--- config.mk ---
export PLATFORM = sky130hd
export DESIGN_NAME = alu_bcd_engine_flat
export DESIGN_NICKNAME = d
export VERILOG_FILES = /design/src/rtl/alu_bcd_engine_pkg.sv /design/src/rtl/alu_bcd_engine_if.sv /design/src/rtl/alu_bcd_engine_dd_conv.sv /design/src/rtl/alu_bcd_engine.sv /design/src/flat_wrapper.sv
export SDC_FILE = /design/constraint.sdc
export NUM_CORES = 1
export LEC_CHECK = 0
export ABC_AREA = 1
export BUFFER_PORTS_ARGS = -buffer_cell sky130_fd_sc_hd__buf_2
export CAP_MARGIN = 30
export CELL_PAD_IN_SITES_DETAIL_PLACEMENT = 0
export CELL_PAD_IN_SITES_GLOBAL_PLACEMENT = 1
export CORE_MARGIN = 2
export CORE_UTILIZATION = 48
export CTS_CLUSTER_DIAMETER = 60
export DETAILED_ROUTE_END_ITERATION = 7
export PLACE_DENSITY = 0.93
export SLEW_MARGIN = 20
export SYNTH_ARGS = -nofsm -noshare
export SYNTH_HDL_FRONTEND = slang
export SYNTH_SLANG_ARGS = --single-unit
--- constraint.sdc ---
create_clock -name clk -period 6.8 [get_ports clk]
set_clock_uncertainty 0.1 [all_clocks]
set_input_delay 0.68 -clock clk [delete_from_list [all_inputs] [get_ports clk]]
set_output_delay 0.68 -clock clk [all_outputs]
set_load 0.01 [all_outputs]
--- src/rtl/alu_bcd_engine_pkg.sv ---
// alu_pkg: opcodes, FSM state encoding and the undefined-opcode boundary shared by the ALU/BCD engine
package alu_pkg;
  typedef enum logic [2:0] {OP_ADD, OP_SUB, OP_AND, OP_OR, OP_XOR, OP_MUL, OP_SHL, OP_SHR} op_e;
  localparam int ERR_OP = 8;
  typedef logic [2:0] state_t;
  localparam state_t S_IDLE    = 3'd0;
  localparam state_t S_COLLECT = 3'd1;
  localparam state_t S_EXEC    = 3'd2;
  localparam state_t S_CONVERT = 3'd3;
  localparam state_t S_HOLD    = 3'd4;
endpackage

--- src/rtl/alu_bcd_engine_if.sv ---
// alu_bcd_engine_if: serial instruction, operand and BCD result signals between producer and engine
interface alu_bcd_engine_if #(parameter int W = 6, parameter int DIGITS = 4);
  logic clear_instr, instr_bit_valid, instr_bit, result_ack;
  logic [W-1:0] a, b;
  logic busy, result_valid, sign, err;
  logic [4*DIGITS-1:0] bcd;
  modport master (output clear_instr, instr_bit_valid, instr_bit, a, b, result_ack,
                  input busy, result_valid, bcd, sign, err);
  modport slave (input clear_instr, instr_bit_valid, instr_bit, a, b, result_ack,
                 output busy, result_valid, bcd, sign, err);
endinterface

--- src/rtl/alu_bcd_engine_dd_conv.sv ---
// alu_dd_conv: sequential shift-add-3 binary to BCD converter, one input bit per cycle
module alu_dd_conv #(parameter int N = 12, parameter int DIGITS = 4) (
  input  logic                  clk,
  input  logic                  rst,
  input  logic                  start,
  input  logic [N-1:0]          bin,
  output logic                  done,
  output logic [4*DIGITS-1:0]   bcd
);
  localparam int CW = $clog2(N + 1);
  logic [N-1:0] sr;
  logic [CW-1:0] cnt;
  logic run;
  logic [4*DIGITS-1:0] adj;
  always_comb begin
    adj = bcd;
    for (int i = 0; i < DIGITS; i++)
      adj[4*i +: 4] = adj[4*i +: 4] >= 4'd5 ? adj[4*i +: 4] + 4'd3 : adj[4*i +: 4];
  end
  always_ff @(posedge clk) begin
    if (rst) begin
      sr   <= '0;
      bcd  <= '0;
      cnt  <= '0;
      run  <= 1'b0;
      done <= 1'b0;
    end else begin
      done <= 1'b0;
      if (start) begin
        sr  <= bin;
        bcd <= '0;
        cnt <= CW'(N);
        run <= 1'b1;
      end else if (run) begin
        sr  <= sr << 1;
        bcd <= {adj[4*DIGITS-2:0], sr[N-1]};
        cnt <= cnt - 1'b1;
        if (cnt == CW'(1)) begin
          run  <= 1'b0;
          done <= 1'b1;
        end
      end
    end
  end
endmodule

--- src/rtl/alu_bcd_engine.sv ---
// alu_bcd_engine: serial-opcode ALU whose 2W-bit result is presented as packed BCD.
// Define SIGNED_MODE_EN to report SUB as sign plus magnitude instead of a wrapped value.
module alu_bcd_engine import alu_pkg::*; #(
  parameter int W      = 6,
  parameter int OPW    = 4,
  parameter int DIGITS = 4
) (
  input logic clk,
  input logic reset_all,
  alu_bcd_engine_if.slave bus
);
  localparam int CW = $clog2(OPW + 1);
  localparam int SW = $clog2(W);
  state_t state;
  logic [CW-1:0] cnt;
  logic [OPW-1:0] opsh, opcode;
  logic [W-1:0] a_r, b_r;
  logic [2*W-1:0] ax, bx, r;
  logic [SW-1:0] sh;
  logic neg, bad, done, rv, sign_r, err_r;
  logic [4*DIGITS-1:0] conv_bcd, bcd_r;
  op_e op;
  always_comb begin
    op  = op_e'(opcode[2:0]);
    bad = int'(opcode) >= ERR_OP;
    ax  = {{W{1'b0}}, a_r};
    bx  = {{W{1'b0}}, b_r};
    sh  = b_r[SW-1:0];
    neg = 1'b0;
`ifdef SIGNED_MODE_EN
    neg = !bad && op == OP_SUB && a_r < b_r;
`endif
    r = bad ? '0 :
        op == OP_ADD ? ax + bx :
        op == OP_SUB ? (neg ? bx - ax : ax - bx) :
        op == OP_AND ? ax & bx :
        op == OP_OR  ? ax | bx :
        op == OP_XOR ? ax ^ bx :
        op == OP_MUL ? ax * bx :
        op == OP_SHL ? ax << sh : ax >> sh;
  end
  // clear_instr also aborts a conversion in flight so no stale done can surface
  alu_dd_conv #(.N(2*W), .DIGITS(DIGITS)) u_conv (
    .clk(clk), .rst(reset_all | bus.clear_instr), .start(state == S_EXEC),
    .bin(r), .done(done), .bcd(conv_bcd)
  );
  always_ff @(posedge clk) begin
    if (reset_all) begin
      state  <= S_IDLE;
      cnt    <= '0;
      opsh   <= '0;
      opcode <= OPW'(3);
      a_r    <= '0;
      b_r    <= '0;
      rv     <= 1'b0;
      bcd_r  <= '0;
      sign_r <= 1'b0;
      err_r  <= 1'b0;
    end else if (bus.clear_instr || (state == S_HOLD && bus.result_ack)) begin
      state  <= S_IDLE;
      cnt    <= '0;
      rv     <= 1'b0;
      bcd_r  <= '0;
      sign_r <= 1'b0;
      err_r  <= 1'b0;
    end else begin
      case (state)
        S_IDLE, S_COLLECT: if (bus.instr_bit_valid) begin
          opsh <= {opsh[OPW-2:0], bus.instr_bit};
          if (cnt == CW'(OPW - 1)) begin
            opcode <= {opsh[OPW-2:0], bus.instr_bit};
            a_r    <= bus.a;
            b_r    <= bus.b;
            cnt    <= '0;
            state  <= S_EXEC;
          end else begin
            cnt   <= cnt + 1'b1;
            state <= S_COLLECT;
          end
        end
        S_EXEC: begin
          err_r  <= bad;
          sign_r <= neg;
          state  <= S_CONVERT;
        end
        S_CONVERT: if (done) begin
          bcd_r <= conv_bcd;
          rv    <= 1'b1;
          state <= S_HOLD;
        end
        S_HOLD: state <= S_HOLD;
        default: state <= S_IDLE;
      endcase
    end
  end
  assign bus.busy         = state != S_IDLE;
  assign bus.result_valid = rv;
  assign bus.bcd          = bcd_r;
  assign bus.sign         = sign_r;
  assign bus.err          = err_r;
endmodule

--- src/flat_wrapper.sv ---
// flat-port wrapper written by rule: the top's interface ports become plain ports
module alu_bcd_engine_flat import alu_pkg::*;
#(
  parameter int W      = 6,
  parameter int OPW    = 4,
  parameter int DIGITS = 4
)
  (clk, reset_all, bus_clear_instr, bus_instr_bit_valid, bus_instr_bit, bus_a, bus_b, bus_result_ack, bus_busy, bus_result_valid, bus_bcd, bus_sign, bus_err);
  alu_bcd_engine_if #(.W(W), .DIGITS(DIGITS)) bus_i ();
  input logic clk;
  input logic reset_all;
  input wire logic [$bits(bus_i.clear_instr)-1:0] bus_clear_instr;
  input wire logic [$bits(bus_i.instr_bit_valid)-1:0] bus_instr_bit_valid;
  input wire logic [$bits(bus_i.instr_bit)-1:0] bus_instr_bit;
  input wire logic [$bits(bus_i.a)-1:0] bus_a;
  input wire logic [$bits(bus_i.b)-1:0] bus_b;
  input wire logic [$bits(bus_i.result_ack)-1:0] bus_result_ack;
  output wire logic [$bits(bus_i.busy)-1:0] bus_busy;
  output wire logic [$bits(bus_i.result_valid)-1:0] bus_result_valid;
  output wire logic [$bits(bus_i.bcd)-1:0] bus_bcd;
  output wire logic [$bits(bus_i.sign)-1:0] bus_sign;
  output wire logic [$bits(bus_i.err)-1:0] bus_err;
  assign bus_i.clear_instr = bus_clear_instr;
  assign bus_i.instr_bit_valid = bus_instr_bit_valid;
  assign bus_i.instr_bit = bus_instr_bit;
  assign bus_i.a = bus_a;
  assign bus_i.b = bus_b;
  assign bus_i.result_ack = bus_result_ack;
  assign bus_busy = bus_i.busy;
  assign bus_result_valid = bus_i.result_valid;
  assign bus_bcd = bus_i.bcd;
  assign bus_sign = bus_i.sign;
  assign bus_err = bus_i.err;
  alu_bcd_engine #(.W(W), .OPW(OPW), .DIGITS(DIGITS)) u_core (.clk(clk), .reset_all(reset_all), .bus(bus_i));
endmodule
==> results of run 1 <==
[registers in the layout, summed over array words and instances, names as in the netlist, 3 cells and up]
register           flops
u_core.state           3
u_core.opsh            3
u_core.u_conv.sr      12
u_core.opcode          4
u_core.u_conv.cnt      4
u_core.cnt             3
u_core.a_r             6
u_core.u_conv.bcd     16
u_core.b_r             6
u_core.bus.bcd        16
[worst max path at each step]
stage          slack [ps]                   end           from  depth (start not counted)
6_report             2870  u_core.u_conv.sr[11]  u_core.b_r[2]                         16
5_1_grt              2530  u_core.u_conv.sr[11]  u_core.b_r[2]                         16
4_1_cts              2840  u_core.u_conv.sr[11]  u_core.b_r[2]                         16
3_5_place_dp         2840  u_core.u_conv.sr[11]  u_core.b_r[2]                         16
3_3_place_gp         2870  u_core.u_conv.sr[11]  u_core.b_r[2]                         16
2_1_floorplan        3100  u_core.u_conv.sr[10]  u_core.b_r[1]                         19
[report_power, final]
group / switching (uW) / internal (uW) / total (uW)
sequential: 1.56 / 453 / 455
clock: 202 / 334 / 537
combinational: 17.2 / 9.36 / 26.6
[worst max-delay path, stage by stage (launching register included)]
cell      delay [ps]
dfxtp_1          670
ha_1             310
fa_1             410
ha_1             330
fa_1             560
inv_1             60
fa_1             450
inv_1             70
nand3_1           60
nand2_1          120
nand2_1           60
o211ai_1          90
o21ai_0          100
a21oi_1          190
o21ai_0           90
nand2_1           80
a21oi_1           50
[Yosys cell counts, drive strengths merged]
master   count
clkinv       2
o21a         2
o31ai        2
o22ai        2
nand4        4
or2          2
xor2         6
buf          9
nand3       50
conb         1
fa          19
nor3         6
nand2      188
clkbuf      16
nor2        51
inv        145
o21ai       85
dfxtp       77
ha          50
a211oi       1
xnor2        7
mux2i        1
a22oi        2
o211ai      13
a21oi       99
o2111ai      2
a31oi        2
[stage by stage]
stage / std cells / power, uW
after floorplan: 844 / 482.2
after global placement: 1003 / 491.2
after detailed placement: 1003 / 491.5
after CTS: 1019 / 1024
after global routing: 1019 / 1047
final: 1019 / 1018
[routing by layer]
layer | vias up | wire [um] | GRT usage (%)
li1 | 2761 | - | -
met1 | 2385 | 6283 | 28.76
met2 | 136 | 6285 | 37.25
met3 | 41 | 519 | 4.091
met4 | 0 | 611 | 9.919
met5 | - | 0 | 0
[cell families (layout without fill, tap and decap cells)]
kind of cell,after synthesis,count (layout),share of synthesized area [%]
flops,77,77,26.61
mux,1,1,0.1728
simple gates,301,301,22.72
other cells,1,1,0.06473
compound gates,210,210,19.42
buf+inv,172,200,11.68
xor+xnor,13,13,1.965
fa+ha+maj,69,69,17.36
[layout make-up]
type	count	share of cell area [%]
clock buffers	10	3.750
repair buffers	37	2.945
multi-input cells	595	56.09
well taps	147	2.886
flip-flops and latches	77	24.19
inverters	147	8.657
clock inverters	6	1.492
==> metrics.txt, run 1 <==
antenna viol nets, final 0; relative slew slack 42.07%; HPWL Detailed 10560 um; Setup Fix Bufs, Post-CTS 0; Mean Syn Cell Area 6.864 um2; gr usage total 22.50%; initial antenna violation count 0; status completed; TritonCTS Sinks 77; initial drt markers 317; die width 113.9 um; fillers 1187; Initial Util 48.63%; dpl cell area 6040 um2; # IOs 38; most frequent cells in the layout nand2_1 (186), inv_1 (135), a21oi_1 (96); flops & latches, synth 77; unrepaired setup endpoints after global routing false; final period utilization 57.84%; Slew @ Worst Pin 868.0 ps; path depth of the worst reg2reg path 16; post-layout minimum cycle time 3933 ps; global route total overflow 0; Netlist cell types 40; Post-CTS Hold Fix Bufs 0; Die ar. 12960 um2; Area contributors post-synth dfxtp_1 (27%), nand2_1 (12%), ha_1 (11%), inv_1 (8.7%), a21oi_1 (8.3%); first-pass GRT wire length 23820 um; Core ar. 11910 um2; Pwr Density 159.7 nW/um2; setup TNS 0 ps; Pre-antenna DRT Iters 5; DRC Markers 0; Die Y 113.9 um; largest net degree at the start of global routing 32; wire length per cell 13.44 um; Leak 0.003038 uW; Seq. cell area 1541 um2; IO buf count 36; R2R Path Start u_core.b_r[2]; number of synthesis warnings 0; multi-input logic area 3575 um2; Mapped Nets 931; TritonCTS clock tree yes; post-route cell area 6374 um2; Synth Instances 844; clock latency on the worst-skew pair 350 ps; maximum clock insertion buffer count 2; Hold WS 346.9 ps; Final Hold Fails 0; post-synthesis sequential area ratio 26.61%; Max Fanout on Critical Path 13; clock root cell clkbuf_16; max_cap viols 0; row count 40; Vias per Instance 5.224; htree depth 3; layout cells sized above 1 9.518%; Layout Utilization 53.51%; Final Max Slew Viols 0; Max rail drop VDD 0.09668 mV; Post-Route WL 13700 um; FMAX 254.3 MHz; Num CTS Buffers 9; Final Wtd Congestion 0.9140; Worst Path Required 6930 ps; commonest non-fill, non-tap cell in the layout nand2_1; HP Class flip-flop to flip-flop; Synth Cell Area 5793 um2; Crit Reg-Reg Endpoint u_core.u_conv.sr[11]; Data arrival, critical path 4070 ps; vias in the first global route 5114; final worst slack 2867 ps; area grow syn2layout 10.02%; Hold Path End u_core.bus.result_valid; WHS Path Cells 2; Crit. End Element flip-flop; top-area cell type share of the netlist area 26.61%; NumNets Final 954; dominant cell type by area after synthesis dfxtp_1; # diodes 0; # setup viols final 0; Clk pin slew, worst setup/hold paths 60 ps; DP Worst Slack 2845 ps; R2R Setup Slk 2870 ps; min-delay src u_core.bus.result_valid; startpoint type of the worst setup path flip-flop; critical path type flip-flop to flip-flop; Post-CTS Resized 0; via count 5323
Note: power is estimated with default switching activity, not from simulation.
==> run 2, diff against run 1 <==
--- a/config.mk
+++ b/config.mk
@@ -11,10 +11,10 @@
 export CELL_PAD_IN_SITES_DETAIL_PLACEMENT = 0
 export CELL_PAD_IN_SITES_GLOBAL_PLACEMENT = 1
 export CORE_MARGIN = 2
-export CORE_UTILIZATION = 48
+export CORE_UTILIZATION = 45
 export CTS_CLUSTER_DIAMETER = 60
 export DETAILED_ROUTE_END_ITERATION = 7
-export PLACE_DENSITY = 0.93
+export PLACE_DENSITY = 0.88
 export SLEW_MARGIN = 20
 export SYNTH_ARGS = -nofsm -noshare
 export SYNTH_HDL_FRONTEND = slang
==> constraint.sdc (replaced) <==
create_clock -name clk -period 4.09 [get_ports clk]
set_clock_uncertainty 0.1 [all_clocks]
set_input_delay 0.409 -clock clk [delete_from_list [all_inputs] [get_ports clk]]
set_output_delay 0.409 -clock clk [all_outputs]
set_load 0.01 [all_outputs]
==> metrics.txt, run 2 (synthesis gave the netlist of run 1 again) <==
top flop regs u_core.bus.bcd (16), u_core.u_conv.bcd (16), u_core.u_conv.sr (12) (unchanged); die width 117.5 um (was 113.9 um); FMAX 263.3 MHz (was 254.3 MHz); Final Power 1569 uW (was 1018 uW); Clk pin slew, worst setup/hold paths 70 ps (was 60 ps); path depth of the worst reg2reg path 18 (was 16); Final Wtd Congestion 0.8941 (was 0.9140); gr usage total 21.04% (was 22.50%); Pre-antenna DRT Iters 5 (unchanged); TritonCTS clock tree yes (unchanged); WHS Path Cells 3 (was 2); maximum clock insertion buffer count 2 (unchanged); TritonCTS Sinks 77 (unchanged); DRC Markers 0 (unchanged); IO buf count 36 (unchanged); area grow syn2layout 11.08% (was 10.02%); # IOs 38 (unchanged); Max rail drop VDD 0.2419 mV (was 0.09668 mV); Pwr Density 243.8 nW/um2 (was 159.7 nW/um2); Setup Fix Bufs, Post-CTS 0 (unchanged); clock latency on the worst-skew pair 350 ps (about the same); Core ar. 12620 um2 (was 11910 um2); final period utilization 92.86% (was 57.84%); max_cap viols 0 (unchanged); HP Class input pin to flip-flop (was flip-flop to flip-flop); Vias per Instance 5.104 (was 5.224); Hold Path End u_core.opcode[0] (was u_core.bus.result_valid); Leak 0.003069 uW (was 0.003038 uW); vias in the first global route 4989 (was 5114); Hold WS 211.8 ps (was 346.9 ps); commonest non-fill, non-tap cell in the layout nand2_1 (unchanged); NumNets Final 964 (was 954); Die Y 117.5 um (was 113.9 um); initial drt markers 329 (was 317); Worst Path Required 4270 ps (was 6930 ps); antenna viol nets, final 0 (unchanged); Data arrival, critical path 3970 ps (was 4070 ps); R2R Setup Slk 290 ps (was 2870 ps); Crit Reg-Reg Endpoint u_core.u_conv.sr[9] (was u_core.u_conv.sr[11]); relative slew slack 43.93% (was 42.07%); global route total overflow 0 (unchanged); Worst Setup SP u_core.b_r[3] (was u_core.b_r[2]); setup TNS 0 ps (unchanged); layout cells sized above 1 10.88% (was 9.518%); Crit. End Element flip-flop (unchanged); via count 5380 (was 5323); Post-Route WL 14280 um (was 13700 um); Layout Utilization 50.99% (was 53.51%); status completed (unchanged); # setup viols final 0 (unchanged); HPWL Detailed 11140 um (was 10560 um); startpoint type of the worst setup path flip-flop (unchanged); Initial Util 45.91% (was 48.63%); most frequent cells in the layout nand2_1 (186), inv_1 (135), a21oi_1 (96) (unchanged); wire length per cell 13.54 um (was 13.44 um); Max Fanout on Critical Path 7 (was 13); Final Max Slew Viols 0 (unchanged); R2R Path Start u_core.b_r[3] (was u_core.b_r[2]); Slew @ Worst Pin 840.1 ps (was 868.0 ps); initial antenna violation count 0 (unchanged); Num CTS Buffers 9 (unchanged); min-delay src bus_instr_bit (was u_core.bus.result_valid); largest net degree at the start of global routing 32 (unchanged); clock root cell clkbuf_16 (unchanged); post-layout minimum cycle time 3798 ps (was 3933 ps); htree depth 3 (unchanged); unrepaired setup endpoints after global routing false (unchanged); Post-CTS Resized 0 (unchanged); row count 41 (was 40); Post-CTS Hold Fix Bufs 0 (unchanged); first-pass GRT wire length 23840 um (was 23820 um); # diodes 0 (unchanged); critical path type flip-flop to flip-flop (unchanged); Die ar. 13800 um2 (was 12960 um2); Final Hold Fails 0 (unchanged)
==> run 2: cell count changes in the layout (fill, tap and decap cells not counted), sizes merged <==
cell and delta:
clkbuf -1, inv +1, buf +10, clkinvlp -1, bufinv -2, clkinv +3
==> run 2: worst max-delay path by stage <==
stage | end | slack, ps | cells past startpoint
6_report | u_core.u_conv.sr[9] | 290 | 18
5_1_grt | u_core.u_conv.sr[9] | 20 | 19
4_1_cts | u_core.u_conv.sr[9] | 220 | 18
3_5_place_dp | u_core.u_conv.sr[9] | 240 | 18
3_3_place_gp | u_core.u_conv.sr[9] | 300 | 18
2_1_floorplan | u_core.u_conv.sr[10] | 390 | 19
==> run 2: layout make-up <==
| type | instances | area [um2] |
|---|---|---|
| flip-flops and latches | 77 | 1544 |
| repair buffers | 47 | 262.8 |
| clock buffers | 9 | 225.2 |
| fillers | 1360 | 6185 |
| multi-input cells | 595 | 3577 |
| well taps | 172 | 215.2 |
| clock inverters | 7 | 58.81 |
| inverters | 147 | 551.8 |
==> run 2: where the power goes <==
part	internal, uW	total [uW]	switching (uW)
Clock	419	768	349
Sequential	753	755	2.48
Combinational	15.6	44.9	29.2
Total	1190	1570	381
==> run 2: per-stage QoR <==
step	cells	worst slack (ps)	area, um2
final	1054	292.0	6435
after global routing	1054	17.41	6435
after CTS	1054	222.7	6430
after detailed placement	1038	237.6	6146
after global placement	1038	297.8	6146
after floorplan	844	392.6	5793
==> run 2: critical path, stage by stage (launching register included) <==
cell and delay (ps):
dfxtp_2 360, ha_2 210, fa_1 500, fa_1 540, inv_1 50, fa_1 540, inv_1 50, ha_1 340
a21oi_1 160, nand2_1 100, nand2_1 100, nand2_1 50, a21oi_1 160, nor2_1 60, nor2_1 80, nand2_1 60
o211ai_1 70, nand2_1 60, a21oi_1 120
==> run 2: per-layer routing <==
layer | part of all wire (%) | global-route usage [%] | vias up
li1 | - | - | 2786
met4 | 1.7 | 6.099 | 0
met1 | 48 | 27.94 | 2455
met5 | 0 | 0 | -
met3 | 4.1 | 3.488 | 13
met2 | 46 | 35.31 | 126
